[config.mk]
export PLATFORM = sky130hd
export DESIGN_NAME = inst_loader
export DESIGN_NICKNAME = d
export VERILOG_FILES = /design/src/rtl/inst_loader_pkg.sv /design/src/rtl/inst_loader_word_assembler.sv /design/src/rtl/inst_loader.sv
export SDC_FILE = /design/constraint.sdc
export NUM_CORES = 1
export LEC_CHECK = 0
export BUFFER_PORTS_ARGS = -buffer_cell sky130_fd_sc_hd__buf_2
export CORE_UTILIZATION = 57
export CTS_BUF_LIST = sky130_fd_sc_hd__clkbuf_8 sky130_fd_sc_hd__clkbuf_16
export CTS_CLUSTER_DIAMETER = 30
export CTS_CLUSTER_SIZE = 40
export DETAILED_ROUTE_END_ITERATION = 10
export GPL_ROUTABILITY_DRIVEN = 0
export PLACE_DENSITY = 0.8
export SLEW_MARGIN = 5
export SYNTH_ARGS = -nofsm -noshare
export SYNTH_HDL_FRONTEND = slang
export SYNTH_SLANG_ARGS = --single-unit
export TNS_END_PERCENT = 5
[constraint.sdc]
create_clock -name clk -period 3 [get_ports clk]
set_input_delay 0.15 -clock clk [delete_from_list [all_inputs] [get_ports clk]]
set_output_delay 0.15 -clock clk [all_outputs]
set_load 0.01 [all_outputs]
[src/rtl/inst_loader_pkg.sv]
// Shared definitions for the instruction-memory boot loader.
// Holds the loader state encoding, the header length width, and the
// running-checksum helper used by the loader FSM.
package inst_loader_pkg;

  // Header carries a 16-bit big-endian word count.
  localparam int HDR_W = 16;

  typedef enum logic [2:0] {
    LD_LEN_HI = 3'd0,
    LD_LEN_LO = 3'd1,
    LD_DATA   = 3'd2,
    LD_CSUM   = 3'd3,
    LD_DONE   = 3'd4,
    LD_ERR    = 3'd5
  } ld_state_t;

  // Fold one stream byte into the running XOR checksum.
  function automatic logic [7:0] csum_update(input logic [7:0] acc, input logic [7:0] b);
    return acc ^ b;
  endfunction

endpackage

[src/rtl/inst_loader_word_assembler.sv]
// Packs four stream bytes into one 32-bit instruction word.
// Ports:
//   clk, rst_n  - clock, asynchronous active-low reset
//   clr         - synchronous clear of the shift register and byte index
//   shift_en    - accept data as the next byte of the current word
//   data        - incoming byte
//   word        - word including the byte being presented this cycle
//   word_full   - high while the 4th byte of a word is being accepted
module inst_loader_word_assembler #(
  parameter bit BIG_ENDIAN = 1'b1
) (
  input  logic        clk,
  input  logic        rst_n,
  input  logic        clr,
  input  logic        shift_en,
  input  logic [7:0]  data,
  output logic [31:0] word,
  output logic        word_full
);

  logic [31:0] sr;
  logic [1:0]  idx;

  // Combine the stored bytes with the byte on the input so the loader can
  // capture a complete word on the same edge that accepts its last byte.
  always_comb begin
    word = 32'd0;
    if (BIG_ENDIAN) begin
      word = {sr[23:0], data};
    end else begin
      word = {data, sr[31:8]};
    end
  end

  assign word_full = shift_en && (idx == 2'd3);

  // Shift register and byte index; the index wraps naturally after 4 bytes.
  always_ff @(posedge clk or negedge rst_n) begin
    if (!rst_n) begin
      sr  <= 32'd0;
      idx <= 2'd0;
    end else if (clr) begin
      sr  <= 32'd0;
      idx <= 2'd0;
    end else if (shift_en) begin
      sr  <= word;
      idx <= idx + 2'd1;
    end
  end

endmodule

[src/rtl/inst_loader.sv]
// Boot-time writer for the CPU instruction memory.
// Consumes a byte stream (16-bit word count, program words, XOR checksum),
// writes assembled words from address 0 and releases the CPU reset only
// after the checksum over the data bytes matches.
// Ports:
//   clk, rst_n            - clock, asynchronous active-low reset
//   in_data/in_valid/in_ready - byte stream handshake
//   start                 - re-arm pulse, honoured in DONE or ERR only
//   imem_we/addr/wdata    - instruction-memory write port (one-cycle pulses)
//   cpu_rst_n             - registered active-low CPU reset
//   done, err             - load result flags
//   words_loaded          - words written in the current load
module inst_loader
  import inst_loader_pkg::*;
#(
  parameter int ADDR_W     = 10,
  parameter bit BIG_ENDIAN = 1'b1
) (
  input  logic              clk,
  input  logic              rst_n,
  input  logic [7:0]        in_data,
  input  logic              in_valid,
  output logic              in_ready,
  input  logic              start,
  output logic              imem_we,
  output logic [ADDR_W-1:0] imem_addr,
  output logic [31:0]       imem_wdata,
  output logic              cpu_rst_n,
  output logic              done,
  output logic              err,
  output logic [ADDR_W:0]   words_loaded
);

  localparam logic [ADDR_W:0] WL_ONE = {{ADDR_W{1'b0}}, 1'b1};

  ld_state_t        state;
  logic [HDR_W-1:0] len;
  logic [7:0]       csum;
  logic             xfer;
  logic             rearm;
  logic             last_word;
  logic             word_full;
  logic [31:0]      word;
  logic [31:0]      len_next;
  logic [31:0]      cap;

  // Ready is a pure decode of the state: accept bytes until the load ends.
  always_comb begin
    in_ready = 1'b0;
    case (state)
      LD_LEN_HI, LD_LEN_LO, LD_DATA, LD_CSUM: in_ready = 1'b1;
      default:                                in_ready = 1'b0;
    endcase
  end

  assign xfer      = in_valid && in_ready;
  assign rearm     = start && ((state == LD_DONE) || (state == LD_ERR));
  assign cap       = 32'd1 << ADDR_W;
  // Full length as it will be once the low header byte is taken.
  assign len_next  = {{(32 - HDR_W){1'b0}}, len[HDR_W-1:8], in_data};
  // The word completing now is the final one of the image.
  assign last_word = (32'(words_loaded) + 32'd1) == {{(32 - HDR_W){1'b0}}, len};

  inst_loader_word_assembler #(
    .BIG_ENDIAN (BIG_ENDIAN)
  ) u_asm (
    .clk       (clk),
    .rst_n     (rst_n),
    .clr       (rearm),
    .shift_en  (xfer && (state == LD_DATA)),
    .data      (in_data),
    .word      (word),
    .word_full (word_full)
  );

  // Loader FSM with registered write port, status flags and CPU reset.
  always_ff @(posedge clk or negedge rst_n) begin
    if (!rst_n) begin
      state        <= LD_LEN_HI;
      len          <= '0;
      csum         <= 8'd0;
      imem_we      <= 1'b0;
      imem_addr    <= '0;
      imem_wdata   <= 32'd0;
      cpu_rst_n    <= 1'b0;
      done         <= 1'b0;
      err          <= 1'b0;
      words_loaded <= '0;
    end else begin
      imem_we <= 1'b0;
      case (state)
        LD_LEN_HI: begin
          if (xfer) begin
            len[HDR_W-1:8] <= in_data;
            state          <= LD_LEN_LO;
          end
        end
        LD_LEN_LO: begin
          if (xfer) begin
            len[7:0] <= in_data;
            if (len_next > cap) begin
              state <= LD_ERR;
              err   <= 1'b1;
            end else if (len_next == 32'd0) begin
              state <= LD_CSUM;
            end else begin
              state <= LD_DATA;
            end
          end
        end
        LD_DATA: begin
          if (xfer) begin
            csum <= csum_update(csum, in_data);
            if (word_full) begin
              // words_loaded doubles as the word index for the address.
              imem_we      <= 1'b1;
              imem_wdata   <= word;
              imem_addr    <= words_loaded[ADDR_W-1:0];
              words_loaded <= words_loaded + WL_ONE;
              if (last_word) begin
                state <= LD_CSUM;
              end
            end
          end
        end
        LD_CSUM: begin
          if (xfer) begin
            if (in_data == csum) begin
              state     <= LD_DONE;
              done      <= 1'b1;
              cpu_rst_n <= 1'b1;
            end else begin
              state <= LD_ERR;
              err   <= 1'b1;
            end
          end
        end
        LD_DONE, LD_ERR: begin
          if (start) begin
            state        <= LD_LEN_HI;
            len          <= '0;
            csum         <= 8'd0;
            cpu_rst_n    <= 1'b0;
            done         <= 1'b0;
            err          <= 1'b0;
            words_loaded <= '0;
          end
        end
        default: begin
          state <= LD_LEN_HI;
        end
      endcase
    end
  end

endmodule
==> impl_metrics.env <==
export IMPL_status="finished clean"
export IMPL_path_max_fanout=8
export IMPL_die_h_um=94.07
export IMPL_critical_path_top_delay_family="simple AND/OR/NAND/NOR gates"
export IMPL_mostFrequentLayoutCells="228 x nand2_1, 109 x dfrtp_1, 68 x buf_2"
export IMPL_fp_row_count=33
export IMPL_fp_dieW_um=94.07
export IMPL_ys_warn_count=0
export IMPL_pin_count=70
export IMPL_cts_sinks=109
export IMPL_htree_levels=3
export IMPL_clkTransAtPathRegs_ns=0.11
export IMPL_die_area_mm2=0.008849
export IMPL_track_usage_pct=26.11
export IMPL_ir_drop_mv=0.3958
export IMPL_start_util_pct=58.81
export IMPL_rsz0062_at_grt="false"
export IMPL_worst_slew_pin_slew_ns=0.8981
export IMPL_cap_violations=0
export IMPL_path_class="reg2reg"
export IMPL_crit_top_cell="xnor2_1"
export IMPL_cts_tree="yes"
export IMPL_ys_types=42
export IMPL_antenna_found_initial=0
export IMPL_relSlewSlack_pct=39.90
export IMPL_post_cts_setup_buffers=0
export IMPL_yosysTopAreaCell="dfrtp_1"
export IMPL_syn_cell_area_mm2=0.004832
export IMPL_fillers=649
export IMPL_critical_path_max_stage_delay_ns=0.52
export IMPL_drt_pre_antenna_iters=4
export IMPL_clockBufferDepth=2
export IMPL_netlist_area_leader_share_pct=56.45
export IMPL_numCtsBuffers=9
export IMPL_startpoint_type="register"
export IMPL_dpl_hpwl_mm=6.784
export IMPL_final_hold_violation_count=0
export IMPL_ys_seq_area_share_pct=56.45
export IMPL_vias=3901
export IMPL_synth_cells=549
export IMPL_synth_seq_cells=109
export IMPL_cts_root_buf="clkbuf_8"
export IMPL_clk_latency_ns=0.38
export IMPL_cellPowerDensity_mw_per_mm2=816.1
export IMPL_fin_crit_ns=2.359
export IMPL_drtAntennaViolNets=0
export IMPL_drive_gt1_share_pct=18.26
export IMPL_leakagePower_nw=2.962
export IMPL_cp_num_buf_inv=0
export IMPL_fin_crit_sh_pct=78.65
export IMPL_grt_pass1_vias=3710
export IMPL_syn_nets=563
export IMPL_grt_ovfl_total=0
export IMPL_setup_violations=0
export IMPL_syn_to_final_growth_pct=13.36
export IMPL_slew_violations=0
export IMPL_cp_end_kind="register"
export IMPL_drt_wl_total_mm=10.45
export IMPL_mostFrequentLayoutCell="nand2_1"
export IMPL_yosys_top_cells_area="dfrtp_1 56%, nand2_1 18%, xnor2_1 3.3%"
export IMPL_finalPower_w=0.004470
export IMPL_wire_per_inst_um=14.66
export IMPL_portBuffers=69
export IMPL_worstPathRequired_ns=3.30
export IMPL_drcViolationCount=0
export IMPL_finalNetCount=617
export IMPL_via_per_inst=5.471
export IMPL_drt_iter0_drc=268
export IMPL_grt_pass1_wl_mm=17.64
export IMPL_fmaxAchievable_mhz=423.8
export IMPL_fin_setup_tns_ns=0
export IMPL_hp_class="in2reg"
export IMPL_skew_ns=0.01055
export IMPL_critPathSlowestCell="or4_4"
export IMPL_worstPathArrival_ns=2.66
export IMPL_path_cells="ha_1, xnor2_1, xnor2_1, or4_4, nor4_2, o2111ai_1, a211oi_2"
export IMPL_avgSynthCellArea_um2=8.802
export IMPL_grt_max_degree=110
export IMPL_design_core_area_mm2=0.008217
export IMPL_diodes=0
-- metal layers --
| metal | up-vias | routed length (µm) | track usage, % |
|---|---|---|---|
| met5 | - | 0 | 0 |
| met4 | 0 | 247 | 12.82 |
| met3 | 19 | 517 | 3.722 |
| met2 | 130 | 4828 | 40.15 |
| met1 | 1858 | 4861 | 36.40 |
| li1 | 1894 | - | - |
-- cell families after synthesis --
kind of cell             Yosys count  share of synthesized area (%)
flip-flops                       109                          56.45
AO/OA/AOI/OAI                     68                          8.597
XOR/XNOR                          24                          4.350
buffers and inverters             41                          3.469
adder cells (fa/ha/maj)            2                         0.5178
AND/OR/NAND/NOR                  305                          26.62
-- timing repair --
action / CTS / global route
hold buffers: 1 / 0
hold endpoints to repair: 109 / 0
endpoints found under the setup margin: 0 / 0
gates resized for setup: 0 / 0
-- path summary, 6_finish.rpt --
kind,start,to,slack [ns],cells after the start
setup / recovery,words_loaded[0],state[0],0.64,7
hold / removal,in_data[6],imem_wdata[6],0.07,3
setup reg to reg,words_loaded[0],state[0],0.64,7
hold reg to reg,imem_wdata[31],imem_wdata[31],0.48,2
max in group asynchronous,rst_n,u_asm.sr[2],2.20,3
min in group asynchronous,rst_n,imem_addr[7],0.38,3
-- power by group --
part | switching, W | total (W) | internal (W)
clock network | 0.000543 | 0.000951 | 0.000408
registers | 0.000332 | 0.00222 | 0.00189
logic | 0.000735 | 0.00130 | 0.000561
-- synth_stat cells, drive strengths merged --
library cell	n
nor2	19
nand3	28
inv	7
nor3	2
o211ai	1
a211o	1
xnor2	18
xor2	6
a211oi	2
o21ai	45
a21oi	2
or4	2
a22o	10
dfrtp	109
and2	2
ha	2
a31oi	1
or2	1
nor4bb	1
nand4	4
buf	8
a2111oi	1
o2111ai	1
nor4	6
clkbuf	26
or3	2
or2b	1
and2b	1
o21a	1
nand2	229
o31ai	3
and3	7
-- metrics by stage --
stage,hold slack (ns),setup slack (ns),area (µm²),std cells,util (%)
after floorplan,-0.1456,0.8054,4832,549,-
after global placement,0.2656,0.7625,5253,696,63.93
after detailed placement,0.2671,0.6724,5253,696,63.93
after CTS,0.05736,0.6510,5478,713,66.67
after global routing,0.07707,0.5046,5478,713,66.67
final,0.07086,0.6406,5478,713,66.67
-- tightest hold or removal path, delay by kind of cell --
family / cells / cell delay [ns]
buffers and inverters: 1 / 0.15
AND/OR/NAND/NOR: 2 / 0.12
-- registers in the layout, indices dropped and copies added (netlist names) --
register	cells
words_loaded	11
state	3
err	1
u_asm.idx	2
len	16
imem_wdata	32
u_asm.sr	24
csum	8
imem_we	1
imem_addr	10
done	1
-- final cells by class --
class | instances | area [µm²] | area share (%)
clock buffer | 9 | 123.9 | 2.261
inverter | 7 | 26.28 | 0.4797
sequential | 109 | 2728 | 49.79
tap | 105 | 131.4 | 2.398
timing repair buffer | 77 | 422.9 | 7.720
clock inverter | 7 | 91.34 | 1.667
multi-input combinational | 399 | 1954 | 35.68
Note: power is estimated with default switching activity, not from simulation.
